$ cat config.mk
export PLATFORM = sky130hd
export DESIGN_NAME = eth_test_frame_gen
export DESIGN_NICKNAME = d
export VERILOG_FILES = /design/src/rtl/eth_test_frame_gen.sv
export SDC_FILE = /design/constraint.sdc
export NUM_CORES = 1
export LEC_CHECK = 0
export CAP_MARGIN = 10
export CORE_MARGIN = 4
export CORE_UTILIZATION = 45
export CTS_CLUSTER_SIZE = 16
export DETAILED_ROUTE_END_ITERATION = 10
export PLACE_DENSITY = 0.86
export REMOVE_ABC_BUFFERS = 1
export SETUP_SLACK_MARGIN = 0.02
export SYNTH_ARGS = -nofsm -noshare
export SYNTH_HDL_FRONTEND = slang
export SYNTH_SLANG_ARGS = --single-unit
$ cat constraint.sdc
create_clock -name clk -period 3.8 [get_ports clk]
set_input_delay 0.76 -clock clk [delete_from_list [all_inputs] [get_ports clk]]
set_output_delay 0.76 -clock clk [all_outputs]
set_load 0.005 [all_outputs]
$ cat src/rtl/eth_test_frame_gen.sv
// eth_test_frame_gen: parametrised Ethernet test-frame source.
// Header, then an 8-byte tag and a selectable pattern, with count, IFG and stop.
module eth_test_frame_gen #(
  parameter int          DATA_WIDTH = 8,
  parameter int          KEEP_WIDTH = DATA_WIDTH / 8,
  parameter int          LEN_WIDTH  = 11,
  parameter logic [15:0] ETH_TYPE   = 16'h88B5,
  parameter logic [7:0]  FLAG_BYTE  = 8'hA5
) (
  input  logic                  clk,
  input  logic                  rst_n,
  input  logic                  start,
  input  logic                  stop,
  input  logic [15:0]           packet_num,
  input  logic [LEN_WIDTH-1:0]  payload_len,
  input  logic [7:0]            ifg_cycles,
  input  logic [1:0]            mode,
  input  logic [7:0]            fill_byte,
  input  logic [47:0]           src_mac,
  input  logic [47:0]           dst_mac,
  output logic                  m_eth_hdr_valid,
  input  logic                  m_eth_hdr_ready,
  output logic [47:0]           m_eth_dest_mac,
  output logic [47:0]           m_eth_src_mac,
  output logic [15:0]           m_eth_type,
  output logic [DATA_WIDTH-1:0] m_eth_payload_axis_tdata,
  output logic [KEEP_WIDTH-1:0] m_eth_payload_axis_tkeep,
  output logic                  m_eth_payload_axis_tvalid,
  input  logic                  m_eth_payload_axis_tready,
  output logic                  m_eth_payload_axis_tlast,
  output logic                  m_eth_payload_axis_tuser,
  output logic                  busy,
  output logic                  done,
  output logic [15:0]           frames_sent
);

  localparam int             IW      = LEN_WIDTH + 1;
  localparam logic [IW-1:0]  KW      = IW'(KEEP_WIDTH);
  localparam logic [IW-1:0]  MIN_LEN = IW'(8);

  typedef enum logic [2:0] {
    IDLE, HDR, PAYLOAD, GAP, DONE
  } state_t;

  state_t state, state_nx;

  logic [15:0]   ts, ts_lat, seq, pkt_lat;
  logic [IW-1:0] idx, len_lat, len_in;
  logic [7:0]    ifg_lat, gap_cnt, fill_lat;
  logic [1:0]    mode_lat;
  logic [47:0]   src_lat, dst_lat;
  logic          stop_seen, stop_any;
  logic          hdr_fire, beat_fire;
  logic          last_beat, run_end;

  assign len_in = ({1'b0, payload_len} < MIN_LEN) ?
                  MIN_LEN : {1'b0, payload_len};

  assign stop_any  = stop_seen | stop;
  assign hdr_fire  = m_eth_hdr_valid & m_eth_hdr_ready;
  assign beat_fire = m_eth_payload_axis_tvalid &
                     m_eth_payload_axis_tready;
  assign last_beat = (idx + KW) >= len_lat;
  assign run_end   = ((pkt_lat != 16'd0) &&
                      (frames_sent + 16'd1 == pkt_lat)) ||
                     stop_any;

  function automatic logic [7:0] pay_byte(
    input logic [IW-1:0] k,
    input logic [15:0]   t,
    input logic [15:0]   s,
    input logic [1:0]    md,
    input logic [7:0]    fb
  );
    logic [7:0] d;
    d = k[7:0] - 8'd8;
    pay_byte = 8'h00;
    unique case (1'b1)
      k == IW'(0): pay_byte = FLAG_BYTE;
      k == IW'(1): pay_byte = t[15:8];
      k == IW'(2): pay_byte = t[7:0];
      k == IW'(6): pay_byte = s[15:8];
      k == IW'(7): pay_byte = s[7:0];
      k >= MIN_LEN: begin
        case (md)
          2'd1:    pay_byte = fb;
          2'd2:    pay_byte = d[0] ? 8'hAA : 8'h55;
          default: pay_byte = d;
        endcase
      end
      default: pay_byte = 8'h00;
    endcase
  endfunction

  always_comb begin
    state_nx                  = state;
    m_eth_hdr_valid           = 1'b0;
    m_eth_payload_axis_tvalid = 1'b0;
    unique case (state)
      IDLE: begin
        if (start) state_nx = HDR;
      end
      HDR: begin
        m_eth_hdr_valid = 1'b1;
        if (m_eth_hdr_ready) state_nx = PAYLOAD;
      end
      PAYLOAD: begin
        m_eth_payload_axis_tvalid = 1'b1;
        if (m_eth_payload_axis_tready && last_beat) begin
          if (run_end)                state_nx = DONE;
          else if (ifg_lat == 8'd0)   state_nx = HDR;
          else                        state_nx = GAP;
        end
      end
      GAP: begin
        if (stop_any)               state_nx = DONE;
        else if (gap_cnt == 8'd0)   state_nx = HDR;
      end
      DONE:    state_nx = IDLE;
      default: state_nx = IDLE;
    endcase
  end

  always_ff @(posedge clk or negedge rst_n) begin
    if (!rst_n) state <= IDLE;
    else        state <= state_nx;
  end

  always_ff @(posedge clk or negedge rst_n) begin
    if (!rst_n) begin
      ts          <= '0;
      ts_lat      <= '0;
      seq         <= '0;
      frames_sent <= '0;
      idx         <= '0;
      len_lat     <= MIN_LEN;
      pkt_lat     <= '0;
      ifg_lat     <= '0;
      gap_cnt     <= '0;
      fill_lat    <= '0;
      mode_lat    <= '0;
      src_lat     <= '0;
      dst_lat     <= '0;
      stop_seen   <= 1'b0;
    end else begin
      ts <= ts + 16'd1;
      if (state == IDLE) stop_seen <= 1'b0;
      else if (stop)     stop_seen <= 1'b1;
      if (state == IDLE && start) begin
        len_lat     <= len_in;
        pkt_lat     <= packet_num;
        ifg_lat     <= ifg_cycles;
        mode_lat    <= mode;
        fill_lat    <= fill_byte;
        src_lat     <= src_mac;
        dst_lat     <= dst_mac;
        seq         <= '0;
        frames_sent <= '0;
        idx         <= '0;
      end
      if (hdr_fire) begin
        ts_lat <= ts;
        idx    <= '0;
      end
      if (beat_fire) begin
        if (last_beat) begin
          idx         <= '0;
          seq         <= seq + 16'd1;
          frames_sent <= frames_sent + 16'd1;
          if (!run_end && ifg_lat != 8'd0)
            gap_cnt <= ifg_lat - 8'd1;
        end else begin
          idx <= idx + KW;
        end
      end
      if (state == GAP && gap_cnt != 8'd0)
        gap_cnt <= gap_cnt - 8'd1;
    end
  end

  // lanes past the frame end stay zero with tkeep low
  always_comb begin
    m_eth_payload_axis_tdata = '0;
    m_eth_payload_axis_tkeep = '0;
    for (int l = 0; l < KEEP_WIDTH; l++) begin
      if (state == PAYLOAD && (idx + IW'(l)) < len_lat) begin
        m_eth_payload_axis_tkeep[l] = 1'b1;
        m_eth_payload_axis_tdata[8*l +: 8] =
          pay_byte(idx + IW'(l), ts_lat, seq, mode_lat, fill_lat);
      end
    end
  end

  assign m_eth_payload_axis_tlast = (state == PAYLOAD) && last_beat;
  assign m_eth_payload_axis_tuser = 1'b0;
  assign m_eth_dest_mac           = dst_lat;
  assign m_eth_src_mac            = src_lat;
  assign m_eth_type               = ETH_TYPE;
  assign busy                     = (state != IDLE);
  assign done                     = (state == DONE);

endmodule

==> run summary, run 1 <==
Post-route setup TNS: -27.8 ps
Worst-Margin Slew: 904 ps
Outcome: finished with violations
Initial Utilization: 45.6%
Leakage: 7.48 nW
Grt ovf: 0
Critical path startpoint category: flop
Ys Warns: 0
Final Max Slew Viols: 0
Async SR Flop Fraction: 100%
Number of cell rows: 58
Violated checks: negative setup slack
Largest family of logic cells by synthesized area: simple AND/OR/NAND/NOR gates
Critical path capture point type: primary output
Crit path max-delay family: simple AND/OR/NAND/NOR gates
Initial DRC Count: 893
Post-synth EDFFs: 0
DR pass1 iterations: 6
DR WL/cell: 18.0 um
Register bit total from synthesis: 229
H-Tree Level Count: 1
Pre-CTS WS: -97.0 ps
Die width: 168 um
Synth Area in XOR/XNOR: 3.67%
Max clock buf depth: 3
Simple-gate share of the synthesized area: 25.1%
Reg2reg start: idx[1]
Non-Filler Instances: 1,922
Crit path depth: 13
ANT nets after route: 0
Fraction of layout cells with a size suffix above 1: 10.6%
Critical path required time: 3040 ps
Total die area: 28,100 um2
Clock network fraction of design power: 26.1%
CTS Hold Bufs: 0
Critical path arrival: 3060 ps
Die H: 168 um
Synth Area in Adders: 3.72%
Int Power: 6.96 mW
Rel. slew slack: 39.7%
RePlAce Congestion: 0.893
Switching fraction of total power: 35.2%
Final Hold Vio Count: 0
First-pass GRT wire length: 55.6 mm
Worst reg2reg path endpoint: gap_cnt[4]
Layout fillers: 2,022
CTS tree: done
Final Util: 63.0%
Post-DR vias/cell: 5.37
Hold Crit Class: input pin to async pin
# IOs: 290
CP max stage delay: 410 ps
Min Hold Slack: 264 ps
Post-synthesis sequential area ratio: 50.1%
CP max stage cell: dfrtp_1
Combinational Power Share: 38.3%
Total CTS buffers: 27
Mapped cell area: 11,400 um2
Count of input and output buffers: 272
Post-synth top area share: 49.8%
Critical-path cell list: buf_6 > ha_4 > and2_4 > nand2_4 > nor2_4 > nand3_2 > xnor2_2 > ha_1 > a21o_1 > or3b_4 > a21oi_2 > nor3_1 > buf_2
Ys flop type: dfrtp_1
Net count, final: 1,751
GRT Util Overall: 24.0%
Area Growth Syn to Fin: 38.1%
Number of global-route vias before repair: 10,526
Top post-synthesis cells by area: dfrtp_1 50%, nand2_1 15%, ha_1 3.7%
DRC Markers: 0
Part of the cycle the worst path needs: 101%
Worst vdd ir: 0.505 mV
Buf/Inv on CP: 2
Placed Instances: 1,856
Initial antenna violation count: 4
Reg clk slew, reported paths: 60 ps
Mux share of post-synthesis cell area: 2.11%
Post-synth cell types: 67
Compound-gate portion of the synthesized area: 10.9%
Final Critical Period: 3820 ps
RSZ-0062 raised after global routing: yes
Pwr/cell area: 679 nW/um2
Worst Skew: 19.1 ps
Clock sinks: 229
Fmax: 0.262 GHz
Setup ws final: -21.5 ps
Reg2Reg Setup Slack: 240 ps
Final setup viols: 3
Critical Path Start: idx[1]
Largest net degree at the start of global routing: 112
Seq pwr share: 35.5%
Critical-path maximum fanout: 4
Detail Placement HPWL: 24.4 mm
Max Cap Viol: 0
FF-to-FF path depth: 18
Root Driver: clkbuf_16
Clock latency on the worst-skew pair: 560 ps
Area leader, netlist: dfrtp_1
Setup Crit Path Kind: flop to primary output
Via count: 10,327
Mean Syn Cell Area: 8.86 um2
Net load switching power: 3.79 mW
Syn Inst Count: 1,292
Final WL: 34.7 mm
CORE AREA: 25,100 um2
## worst register-to-register path: cells and delay by family, from the launching register on
kind | cells | cell delay, ps
flops | 1 | 420
fa+ha+maj | 2 | 510
buf+inv | 4 | 680
simple gates | 6 | 920
xor+xnor | 1 | 160
compound gates | 5 | 750
## layer usage
layer / global-route usage (%) / part of all wire [%] / vias up
met5: 0 / 0.098 / -
met4: 7.80 / 3.8 / 6
met3: 8.24 / 9.3 / 93
met2: 40.3 / 48 / 406
met1: 29.1 / 39 / 4943
li1: - / - / 4879
## flip-flops by register name, indices dropped and copies added, names as in the netlist, 3 cells and up
| name | cells |
|---|---|
| idx | 12 |
| gap_cnt | 8 |
| ts_lat | 16 |
| m_eth_src_mac | 48 |
| pkt_lat | 16 |
| seq | 16 |
| ts | 16 |
| state | 3 |
| fill_lat | 8 |
| ifg_lat | 8 |
| frames_sent | 16 |
| len_lat | 11 |
| m_eth_dest_mac | 48 |
## cell usage after synthesis (all sizes together) (2+ instances only)
cell type	instances
a211oi	8
a21o	5
a21oi	35
a221o	10
a221oi	5
a222oi	2
a22oi	3
a31oi	8
a32o	5
and2	11
and3	32
and4	5
buf	36
clkbuf	45
conb	2
dfrtp	228
ha	34
inv	26
mux2	17
mux2i	5
nand2	466
nand2b	4
nand3	23
nand4	14
nand4b	2
nor2	44
nor2b	5
nor3	21
nor3b	4
nor4	12
o2111ai	3
o211ai	3
o21a	6
o21ai	72
o22ai	2
o31ai	13
o41ai	5
or2	3
or3	4
or3b	2
xnor2	30
xor2	18
## power by group through the flow
stage | logic [mW] | registers, mW | clock network, mW
2_1_floorplan | 1.98 | 3.77 | 0
3_3_place_gp | 3.87 | 3.79 | 0
3_5_place_dp | 3.97 | 3.83 | 0
4_1_cts | 4.10 | 3.81 | 2.87
5_1_grt | 4.58 | 3.92 | 2.97
6_report | 4.12 | 3.82 | 2.81
## how the worst max path moves through the flow
| stage | slack (ps) | end |
|---|---|---|
| 2_1_floorplan | -2660 | frames_sent[13] |
| 3_3_place_gp | 100 | gap_cnt[5] |
| 3_5_place_dp | -100 | gap_cnt[4] |
| 4_1_cts | -20 | m_eth_payload_axis_tlast |
| 5_1_grt | -100 | m_eth_payload_axis_tlast |
| 6_report | -20 | m_eth_payload_axis_tlast |
## final cells by class
type | instances | area (um2) | area share [%]
Clock inverter | 16 | 209 | 1.32
Tap cell | 330 | 413 | 2.61
Inverter | 26 | 100 | 0.633
Multi-Input combinational cell | 971 | 5490 | 34.7
Antenna cell | 1 | 2.50 | 0.0158
Clock buffer | 34 | 762 | 4.82
Sequential cell | 229 | 5730 | 36.3
Timing Repair Buffer | 315 | 3110 | 19.6
## repair_timing
action,in CTS,in global routing
buffers inserted,10,6
gates resized for setup,76,20
pin swaps,8,16
endpoints found under the setup margin,17,31
## per-stage QoR
step	area, um2	power [mW]
floorplan	11100	5.75
global placement	14500	7.66
detailed placement	14500	7.80
CTS	15700	10.8
global route	15800	11.5
finish	15800	10.7
## layout by cell type, fill, tap and decap left out, types with 8 or more instances in the layout
master	synthesis	final
nand2_1	466	464
dfrtp_1	228	226
clkdlybuf4s50_1	0	261
nor2_1	43	37
nand4_1	11	11
xor2_1	18	18
clkbuf_16	0	27
ha_1	34	30
nor3_1	21	21
nand3_1	23	19
inv_1	26	24
a31oi_1	8	8
o21ai_0	72	70
and2_1	10	8
buf_6	2	10
mux2_2	16	16
a21oi_1	35	34
a221o_1	10	10
xnor2_1	30	28
a211oi_1	8	8
buf_4	18	35
nor4_1	11	11
conb_1	2	17
and3_1	32	26
o31ai_1	13	13
## logic make-up (layout without fill, tap and decap cells)
group,after synthesis,after routing
and+or+nand+nor,656,656
xor gates and xnor gates,48,48
AOI/OAI and AO/OA,194,194
DFF,229,229
buffers and inverters,107,391
muxes,22,22
adders and majority gates,34,34
other,2,18
(Power assumes the default switching activity.)
==> run 2, diff against run 1 <==
Settings changed: ABC_AREA set to 1, REMOVE_ABC_BUFFERS 1 to unset.
==> run summary, run 2 <==
Outcome: complete, no violations
Final setup viols: 0
Tot Pwr: 10.5 mW
Clock latency on the worst-skew pair: 530 ps
GRT Util Overall: 23.1%
Post-synthesis sequential area ratio: 49.7%
DRC Markers: 0
Mean Syn Cell Area: 7.96 um2
DR pass1 iterations: 6
First-pass GRT wire length: 54.5 mm
Worst Skew: 8.82 ps
Detail Placement HPWL: 23.9 mm
Worst-Margin Slew: 877 ps
Net count, final: 1,912
Reg2reg start: idx[0]
Post-synth EDFFs: 0
Grt ovf: 0
Clock sinks: 229
Pwr/cell area: 669 nW/um2
# IOs: 290
Mux share of post-synthesis cell area: 0.0868%
Most frequent cells in the layout: 558 x nand2_1, 268 x clkdlybuf4s50_1, 228 x dfrtp_1, 137 x inv_1, 104 x o21ai_0
Leakage: 7.59 nW
Initial Utilization: 45.8%
Hold Crit Class: input pin to async pin
Top post-synthesis cells by area: dfrtp_1 49%, nand2_1 18%, inv_1 4.6%
Post-DR vias/cell: 5.24
Total CTS buffers: 27
Layout fillers: 2,035
Final Critical Period: 3670 ps
Ys flop type: dfrtp_1
Worst reg2reg path endpoint: gap_cnt[3]
Non-Filler Instances: 2,081
RSZ-0062 raised after global routing: yes
Via count: 10,904
Synth top cells by count: 561 x nand2_1, 228 x dfrtp_1, 142 x inv_1, 106 x o21ai_0, 79 x nand3_1
Crit path max-delay family: buffers and inverters
Count leader, synth: nand2_1
Syn Inst Count: 1,450
Critical path required time: 3040 ps
Worst vdd ir: 0.555 mV
Synth Area in XOR/XNOR: 3.05%
Reg clk slew, reported paths: 60 ps
Post-synth top area share: 49.5%
Die width: 168 um
Buf/Inv on CP: 5
Critical Path Start: idx[6]
Register bit total from synthesis: 229
CP max stage delay: 530 ps
Number of global-route vias before repair: 10,983
Commonest non-fill, non-tap cell in the layout: nand2_1
Synth Area in Adders: 3.69%
Ys Warns: 0
Mapped cell area: 11,500 um2
Setup Crit Path Kind: flop to primary output
Critical-path maximum fanout: 8
DR WL/cell: 16.1 um
Int Power: 6.78 mW
Count of input and output buffers: 272
Largest net degree at the start of global routing: 102
Max Cap Viol: 0
Critical-path cell list: inv_1 > nand3_1 > nor2_2 > inv_2 > nor2_4 > inv_2 > nor3_2 > buf_4 > a22oi_1 > a31oi_1 > clkdlybuf4s50_1
CP max stage cell: clkdlybuf4s50_1
Compound-gate portion of the synthesized area: 8.79%
ANT nets after route: 0
FF-to-FF path depth: 20
H-Tree Level Count: 1
Reg2Reg Setup Slack: 620 ps
Placed Instances: 2,026
Final Max Slew Viols: 0
Final Util: 62.2%
Critical path startpoint category: flop
CORE AREA: 25,200 um2
Combinational Power Share: 39.1%
RePlAce Congestion: 0.947
Part of the cycle the worst path needs: 96.6%
Post-synth cell types: 48
Clock network fraction of design power: 25.4%
Critical path arrival: 2910 ps
Critical path capture point type: primary output
Largest family of logic cells by synthesized area: simple AND/OR/NAND/NOR gates
Seq pwr share: 35.5%
Async SR Flop Fraction: 100%
Setup crit end: m_eth_payload_axis_tdata[7]
CTS Hold Bufs: 0
Initial antenna violation count: 1
Die H: 168 um
Final WL: 33.5 mm
Area leader, netlist: dfrtp_1
Most frequent CP cell: inv_2
Root Driver: clkbuf_16
Fraction of layout cells with a size suffix above 1: 6.57%
Max clock buf depth: 3
Fmax: 0.272 GHz
Crit path depth: 11
Total die area: 28,300 um2
Switching fraction of total power: 35.3%
Area Growth Syn to Fin: 35.9%
Rel. slew slack: 41.6%
Simple-gate share of the synthesized area: 27.0%
Net load switching power: 3.70 mW
Number of cell rows: 58
Final Hold Vio Count: 0
Initial DRC Count: 860
CTS tree: done
[run 2: cell count changes in the layout (fill, tap and decap cells not counted), moves of 16 or more]
cell,before,now
inv_1,24,137
nand2_1,464,558
nand3_1,19,78
o21ai_0,70,104
nor2_1,37,67
and3_1,26,0
xnor2_1,28,3
mux2_2,16,0
[run 2: metrics by stage]
step | area [um2] | setup slack (ps) | hold slack, ps | setup TNS [ps]
after floorplan | 11600 | 622 | 424 | 0
final | 15700 | 129 | 274 | 0
after global placement | 14600 | 215 | 445 | 0
after global routing | 15700 | -27.7 | 335 | -75.3
after detailed placement | 14600 | 206 | 464 | 0
after CTS | 15600 | 18.5 | 303 | 0
[run 2: power groups by stage]
stage          logic [mW]  clock network [mW]  registers (mW)
6_report             4.10                2.66            3.72
5_1_grt              4.58                2.82            3.82
4_1_cts              4.09                2.72            3.72
3_5_place_dp         4.03                   0            3.73
3_3_place_gp         3.91                   0            3.72
2_1_floorplan        2.02                   0            3.71
[run 2: cells by family after synthesis]
logic type | after synthesis
xor+xnor | 37
simple gates | 762
flops | 229
buf+inv | 209
other cells | 2
mux | 1
compound gates | 176
fa+ha+maj | 34
[run 2: what timing repair did]
action,CTS,global route
setup endpoints to repair,9,9
buffers inserted,2,4
resized for setup,10,24
pin swaps,6,16
[run 2: layout make-up]
type,instances,area [um2],share of cell area [%]
Multi-Input combinational cell,1027,5090,32.5
Clock buffer,38,757,4.83
Antenna cell,1,2.50,0.0160
Tap cell,330,413,2.63
Clock inverter,10,156,0.998
Sequential cell,229,5730,36.6
Timing Repair Buffer,300,2960,18.9
Inverter,146,558,3.56
[run 2: worst min path at each step]
stage	from	endpoint	slack (ps)	cells past startpoint
detailed placement	m_eth_dest_mac[29]	m_eth_dest_mac[29]	460	2
CTS	rst_n	len_lat[2]	300	1
finish	rst_n	len_lat[2]	270	1
global route	rst_n	len_lat[2]	330	1
global placement	ts[0]	ts[0]	440	1
floorplan	ts[0]	ts[0]	420	1
[run 2: per-layer routing]
| layer | vias up | routed length, um | GRT usage (%) |
|---|---|---|---|
| met5 | - | 0 | 0 |
| met4 | 0 | 1130 | 7.41 |
| met3 | 94 | 2850 | 6.36 |
| met2 | 464 | 15900 | 39.2 |
| met1 | 5193 | 13600 | 28.8 |
| li1 | 5153 | - | - |
